File: src/rtl/rtb_pkg.sv
// rtl/rtb_pkg.sv - shared widths and types for the return-target-buffer controller
package rtb_pkg;

    localparam int RTB_DW    = 12;
    localparam int RTB_AW    = 5;
    localparam int RTB_DEPTH = 1 << RTB_AW;

    // Memory-port bundle field widths
    localparam int MEM_ADDR_W = RTB_AW;
    localparam int MEM_DATA_W = RTB_DW;
    localparam int CNT_W      = RTB_AW + 1;

    typedef logic [RTB_DW-1:0] rtb_addr_t;
    typedef logic [RTB_AW-1:0] rtb_ptr_t;
    typedef logic [CNT_W-1:0]  rtb_cnt_t;

endpackage

File: src/rtl/rtb_if.sv
// rtl/rtb_if.sv - call/return/prediction and memory-port bundle of the RTB controller
interface rtb_if
    import rtb_pkg::*;
#(
    parameter int DW = RTB_DW,
    parameter int AW = RTB_AW
);

    logic          call_vld;
    logic [DW-1:0] call_addr;
    logic          ret_vld;
    logic          flush;
    logic          pred_vld;
    logic [DW-1:0] pred_addr;
    logic [AW:0]   depth;
    logic          ovf;
    logic          udf;
    logic          mem_cs;
    logic          mem_web;
    logic [AW-1:0] mem_wa;
    logic [DW-1:0] mem_wd;
    logic [AW-1:0] mem_ra;
    logic [DW-1:0] mem_rd;

    modport master (
        output call_vld, call_addr, ret_vld, flush, mem_rd,
        input  pred_vld, pred_addr, depth, ovf, udf,
        input  mem_cs, mem_web, mem_wa, mem_wd, mem_ra
    );

    modport slave (
        input  call_vld, call_addr, ret_vld, flush, mem_rd,
        output pred_vld, pred_addr, depth, ovf, udf,
        output mem_cs, mem_web, mem_wa, mem_wd, mem_ra
    );

endinterface

File: src/rtl/rtb_ctrl.sv
// rtl/rtb_ctrl.sv - 32-entry return-address stack controller over the RTB SRAM
module rtb_ctrl
    import rtb_pkg::*;
#(
    parameter int DW = RTB_DW,
    parameter int AW = RTB_AW
) (
    input  logic clk,
    input  logic rst,
    rtb_if.slave bus
);

    localparam int          DEPTH = 1 << AW;
    localparam logic [AW:0] FULL  = DEPTH[AW:0];

    logic [AW-1:0] sp, sp_n;
    logic [AW:0]   cnt, cnt_n;
    logic [DW-1:0] tos, tos_n;
    logic          ovf_q, ovf_n;
    logic          udf_q, udf_n;
    logic          wr;
    logic [AW-1:0] wa_q, wa_n;
    logic [DW-1:0] wd_q, wd_n;

    always_comb begin
        sp_n  = sp;
        cnt_n = cnt;
        tos_n = tos;
        ovf_n = ovf_q;
        udf_n = 1'b0;
        wr    = 1'b0;
        wa_n  = wa_q;
        wd_n  = wd_q;
        if (bus.flush) begin
            sp_n  = '0;
            cnt_n = '0;
            tos_n = '0;
        end else if (bus.call_vld && (!bus.ret_vld || cnt == '0)) begin
            wr    = 1'b1;
            wa_n  = sp;
            wd_n  = bus.call_addr;
            tos_n = bus.call_addr;
            sp_n  = sp + 1'b1;
            // A full stack overwrites its oldest slot, which is the one at sp
            if (cnt == FULL) begin
                ovf_n = 1'b1;
            end else begin
                cnt_n = cnt + 1'b1;
            end
        end else if (bus.call_vld) begin
            wr    = 1'b1;
            wa_n  = sp - 1'b1;
            wd_n  = bus.call_addr;
            tos_n = bus.call_addr;
        end else if (bus.ret_vld) begin
            if (cnt == '0) begin
                udf_n = 1'b1;
            end else begin
                tos_n = bus.mem_rd;
                sp_n  = sp - 1'b1;
                cnt_n = cnt - 1'b1;
            end
        end
    end

    always_ff @(posedge clk) begin
        if (rst) begin
            sp    <= '0;
            cnt   <= '0;
            tos   <= '0;
            ovf_q <= 1'b0;
            udf_q <= 1'b0;
            wa_q  <= '0;
            wd_q  <= '0;
        end else begin
            sp    <= sp_n;
            cnt   <= cnt_n;
            tos   <= tos_n;
            ovf_q <= ovf_n;
            udf_q <= udf_n;
            wa_q  <= wa_n;
            wd_q  <= wd_n;
        end
    end

    // Read ahead two below the next write slot so mem_rd holds next-on-stack
    assign bus.mem_ra    = sp_n - 2'd2;
    assign bus.mem_cs    = !rst;
    assign bus.mem_web   = !(wr && !rst);
    assign bus.mem_wa    = wa_n;
    assign bus.mem_wd    = wd_n;
    assign bus.pred_vld  = (cnt != '0);
    assign bus.pred_addr = tos;
    assign bus.depth     = cnt;
    assign bus.ovf       = ovf_q;
    assign bus.udf       = udf_q;

endmodule
File: src/flat_wrapper.sv
// flat-port wrapper written by rule: the top's interface ports become plain ports
module rtb_ctrl_flat import rtb_pkg::*;
#(
    parameter int DW = RTB_DW,
    parameter int AW = RTB_AW
)
  (clk, rst, bus_call_vld, bus_call_addr, bus_ret_vld, bus_flush, bus_mem_rd, bus_pred_vld, bus_pred_addr, bus_depth, bus_ovf, bus_udf, bus_mem_cs, bus_mem_web, bus_mem_wa, bus_mem_wd, bus_mem_ra);
  rtb_if #(.DW(DW), .AW(AW)) bus_i ();
  input  logic clk;
  input  logic rst;
  input wire logic [$bits(bus_i.call_vld)-1:0] bus_call_vld;
  input wire logic [$bits(bus_i.call_addr)-1:0] bus_call_addr;
  input wire logic [$bits(bus_i.ret_vld)-1:0] bus_ret_vld;
  input wire logic [$bits(bus_i.flush)-1:0] bus_flush;
  input wire logic [$bits(bus_i.mem_rd)-1:0] bus_mem_rd;
  output wire logic [$bits(bus_i.pred_vld)-1:0] bus_pred_vld;
  output wire logic [$bits(bus_i.pred_addr)-1:0] bus_pred_addr;
  output wire logic [$bits(bus_i.depth)-1:0] bus_depth;
  output wire logic [$bits(bus_i.ovf)-1:0] bus_ovf;
  output wire logic [$bits(bus_i.udf)-1:0] bus_udf;
  output wire logic [$bits(bus_i.mem_cs)-1:0] bus_mem_cs;
  output wire logic [$bits(bus_i.mem_web)-1:0] bus_mem_web;
  output wire logic [$bits(bus_i.mem_wa)-1:0] bus_mem_wa;
  output wire logic [$bits(bus_i.mem_wd)-1:0] bus_mem_wd;
  output wire logic [$bits(bus_i.mem_ra)-1:0] bus_mem_ra;
  assign bus_i.call_vld = bus_call_vld;
  assign bus_i.call_addr = bus_call_addr;
  assign bus_i.ret_vld = bus_ret_vld;
  assign bus_i.flush = bus_flush;
  assign bus_i.mem_rd = bus_mem_rd;
  assign bus_pred_vld = bus_i.pred_vld;
  assign bus_pred_addr = bus_i.pred_addr;
  assign bus_depth = bus_i.depth;
  assign bus_ovf = bus_i.ovf;
  assign bus_udf = bus_i.udf;
  assign bus_mem_cs = bus_i.mem_cs;
  assign bus_mem_web = bus_i.mem_web;
  assign bus_mem_wa = bus_i.mem_wa;
  assign bus_mem_wd = bus_i.mem_wd;
  assign bus_mem_ra = bus_i.mem_ra;
  rtb_ctrl #(.DW(DW), .AW(AW)) u_core (.clk(clk), .rst(rst), .bus(bus_i));
endmodule
File: config.mk
export PLATFORM = sky130hd
export DESIGN_NAME = rtb_ctrl_flat
export DESIGN_NICKNAME = d
export VERILOG_FILES = /design/src/rtl/rtb_pkg.sv /design/src/rtl/rtb_if.sv /design/src/rtl/rtb_ctrl.sv /design/src/flat_wrapper.sv
export SDC_FILE = /design/constraint.sdc
export NUM_CORES = 1
export LEC_CHECK = 0
export BUFFER_PORTS_ARGS = -buffer_cell sky130_fd_sc_hd__buf_2
export CAP_MARGIN = 30
export CORE_MARGIN = 3
export CORE_UTILIZATION = 47
export CTS_BUF_LIST = sky130_fd_sc_hd__clkbuf_8
export DETAILED_ROUTE_END_ITERATION = 10
export HOLD_SLACK_MARGIN = 0.12
export PLACE_DENSITY = 0.78
export SLEW_MARGIN = 20
export SYNTH_ARGS = -nofsm -noshare
export SYNTH_HDL_FRONTEND = slang
export SYNTH_SLANG_ARGS = --single-unit
File: constraint.sdc
create_clock -name clk -period 2.9 [get_ports clk]
set_input_delay 0.58 -clock clk [delete_from_list [all_inputs] [get_ports clk]]
set_output_delay 0.58 -clock clk [all_outputs]
set_load 0.005 [all_outputs]
==> qor.yml <==
cp_slowest_cell: "sky130_fd_sc_hd__or4_4"
post_route_setup_tns_ns: -0.251
finish.net_count: 370
synth_top_cell_by_area: "sky130_fd_sc_hd__dfxtp_1"
timing.critical_path.buf_inv: 2
slew_headroom_pct: 63.4
setup_repair_after_global_routing_missed_its_margin: "yes"
timing.hold.worst.class: "primary input to flop"
main_combinational_cell_family_by_area_after_synthesis: "simple AND/OR/NAND/NOR gates"
pin_count_of_the_biggest_net_entering_global_routing: 29
clock_latency_ns: 0.29
port_buffers: 73
die_width_um: 74.0
yosys.area.top_type_share_pct: 38.6
setup.worst_path.start_class: "flop"
detailroute.via_count: 2001
synth_area_leaders: "sky130_fd_sc_hd__dfxtp_1 (39%), sky130_fd_sc_hd__mux2_2 (6.7%), sky130_fd_sc_hd__a21oi_1 (6.7%)"
outcome: "complete, but fails checks"
post-route-util_pct: 64.8
synth-seq-area-share_pct: 38.6
fin_area_um2: 2860
max-vdd-ir-drop_mv: 0.498
dominantRegCellSynth: "sky130_fd_sc_hd__dfxtp_1"
timing.critical_path.required_ns: 2.32
place_congestion: 0.811
critPathTopFamily: "simple AND/OR/NAND/NOR gates"
route.detailed.wl_per_inst_um: 14.1
postSynthCellCount: 253
hold_violations: 0
grt_first_pass_wirelength_mm: 8.74
initial_antenna_violation_count: 0
grt_pass1_vias: 1883
yosys-top-cells-count: "sky130_fd_sc_hd__dfxtp_1 (42), sky130_fd_sc_hd__nand2_1 (37), sky130_fd_sc_hd__a21oi_1 (29), sky130_fd_sc_hd__nor2_1 (28), sky130_fd_sc_hd__and2_1 (17)"
global_route.usage.total_pct: 20.3
timing.clock.skew_ns: 0.00778
clock_tree_from_tritoncts: "built"
worstMarginPinSlew_ns: 0.544
powerDensity_nw_per_um2: 1060
clock_transition_at_path_regs_ns: 0.08
timing.final.ws_setup_ns: -0.114
drtPass1Iterations: 4
setup.worst_path.class: "flop to output pin"
post_synthesis_sequential_element_count: 42
detailedRoute.firstIterationViolations: 99
path_cells: "or4_4 -> o21ai_4 -> buf_8 -> mux2i_4 -> xor2_2 -> and4_1 -> a211oi_2 -> buf_2"
post_synth_xor_area_fraction_pct: 6.33
fraction_of_the_mapped_netlist_area_in_simple_logic_gates_pct: 23.0
drive_above_1_share_pct: 39.5
max_freq_mhz: 332
p_leak_nw: 1.31
yosys-mux-area-fraction_pct: 9.03
floorplan.die.height_um: 74.0
compound_gate_portion_of_the_synthesized_area_pct: 13.4
synth.most_common_cell: "sky130_fd_sc_hd__dfxtp_1"
dpl_cell_area_um2: 2620
totalWireLength_mm: 5.44
ctsLongestPathBuffers: 2
drt.antenna.violating_nets: 0
synth_area_um2: 2180
fp.coreArea_um2: 4410
die-area_um2: 5480
placement_rows: 24
synthAdderAreaFrac_pct: 4.95
synth_edf_count: 0
cts.htree.levels: 2
cap_viol_max_count: 0
design.portCount: 74
timing.critical_path.fanout_max: 6
async_reset_ff_share_pct: 0
root_buffer: "sky130_fd_sc_hd__clkbuf_8"
floorplan.initialDensity_pct: 49.3
post-route-min-period_ns: 3.01
setup_viol: 3
end_kind: "output pin"
synthesis.area_per_instance_um2: 8.60
yosysUniqueCellTypes: 44
syn_to_final_growth_pct: 31.5
violations_in_the_final_reports: "negative setup slack"
finalCritPeriodShare_pct: 104
drt-vias-per-instance: 5.18
cts_buffers: 5
maxSlewViolCount: 0
fin_cells: 386
crit_path_max_incr_delay_ns: 0.57
drcViolationCount: 0
grt.overflow.total: 0
antennaDiodeCount: 0
cts-hold-fix-buffers: 0
dpl.hpwl_mm: 3.78
worst-endpoint-arrival_ns: 2.43
ys_warn_count: 0
syn-num-nets: 290
cts_num_sinks: 42
placement.setup.worst_slack_ns: 0.0941
dpl.cell_count: 374
[cells by family (layout without fill, tap and decap cells)]
group                      after synthesis  in the layout
DFF                                     42             42
AOI/OAI and AO/OA                       47             47
and+or+nand+nor                        102            102
xor gates and xnor gates                14             14
buffers and inverters                   22            103
muxes                                   18             18
adders and majority gates                8              8
[layout by cell type, fill, tap and decap left out, types with 2 or more instances in the layout]
cell and count:
sky130_fd_sc_hd__o21ai_1 5, sky130_fd_sc_hd__mux2i_4 2, sky130_fd_sc_hd__a21o_1 2, sky130_fd_sc_hd__or2_4 2, sky130_fd_sc_hd__and2_1 17, sky130_fd_sc_hd__o21ai_0 2
sky130_fd_sc_hd__xor2_1 3, sky130_fd_sc_hd__nand4_1 2, sky130_fd_sc_hd__nand2_1 37, sky130_fd_sc_hd__mux2_2 13, sky130_fd_sc_hd__a21oi_1 28, sky130_fd_sc_hd__mux2i_1 3
sky130_fd_sc_hd__xnor2_1 6, sky130_fd_sc_hd__nor4_1 3, sky130_fd_sc_hd__ha_1 6, sky130_fd_sc_hd__dfxtp_1 41, sky130_fd_sc_hd__nor2_1 28, sky130_fd_sc_hd__a211oi_1 2
sky130_fd_sc_hd__buf_6 2, sky130_fd_sc_hd__xnor2_2 2, sky130_fd_sc_hd__clkbuf_8 5, sky130_fd_sc_hd__nor4b_1 2, sky130_fd_sc_hd__xor2_2 3, sky130_fd_sc_hd__buf_2 73
sky130_fd_sc_hd__inv_1 6, sky130_fd_sc_hd__buf_4 13
[cell type report]
cell class | count | area (µm²)
clock buffers | 5 | 68.8
well taps | 52 | 65.1
multi-input cells | 189 | 1320
inverters | 6 | 22.5
fillers | 368 | 1550
flip-flops and latches | 42 | 842
clock inverters | 3 | 41.3
repair buffers | 89 | 500
[sequential cells by signal, indices dropped and copies added, names as in the netlist]
signal,cells
u_core.bus.depth,6
u_core.wa_q,5
u_core.bus.ovf,1
u_core.sp,5
u_core.wd_q,12
u_core.bus.pred_addr,12
u_core.bus.udf,1
[power breakdown]
part	internal, W	switching (W)
logic	0.000916	0.000928
clock network	0.000253	0.000203
registers	0.000667	0.0000767
total	0.00184	0.00121
[final timing paths]
kind / from / endpoint / slack, ns / depth (start not counted)
max reg2reg: u_core.bus.depth[1] / u_core.bus.depth[5] / 0.10 / 12
min: rst / u_core.bus.ovf / 0.51 / 2
min reg2reg: u_core.bus.ovf / u_core.bus.ovf / 0.52 / 2
max: u_core.bus.depth[1] / bus_mem_ra[4] / -0.11 / 8
[what timing repair did]
item	in CTS	in global routing
resized for setup	12	10
pin swaps	10	2
hold endpoints to repair	0	0
buffers inserted	5	0
endpoints found under the setup margin	4	10
[metal layers]
| layer | wire, µm | track usage [%] |
|---|---|---|
| met4 | 46 | 5.43 |
| met2 | 2820 | 34.5 |
| met5 | 0 | 0 |
| met3 | 245 | 4.19 |
| met1 | 2320 | 26.1 |
[metrics by stage]
stage          hold WS [ns]  total power (W)
2_1_floorplan         0.461          0.00189
3_3_place_gp          0.506          0.00226
3_5_place_dp          0.499          0.00230
4_1_cts               0.499          0.00297
5_1_grt               0.508          0.00329
6_report              0.507          0.00304
(Power assumes the default switching activity.)
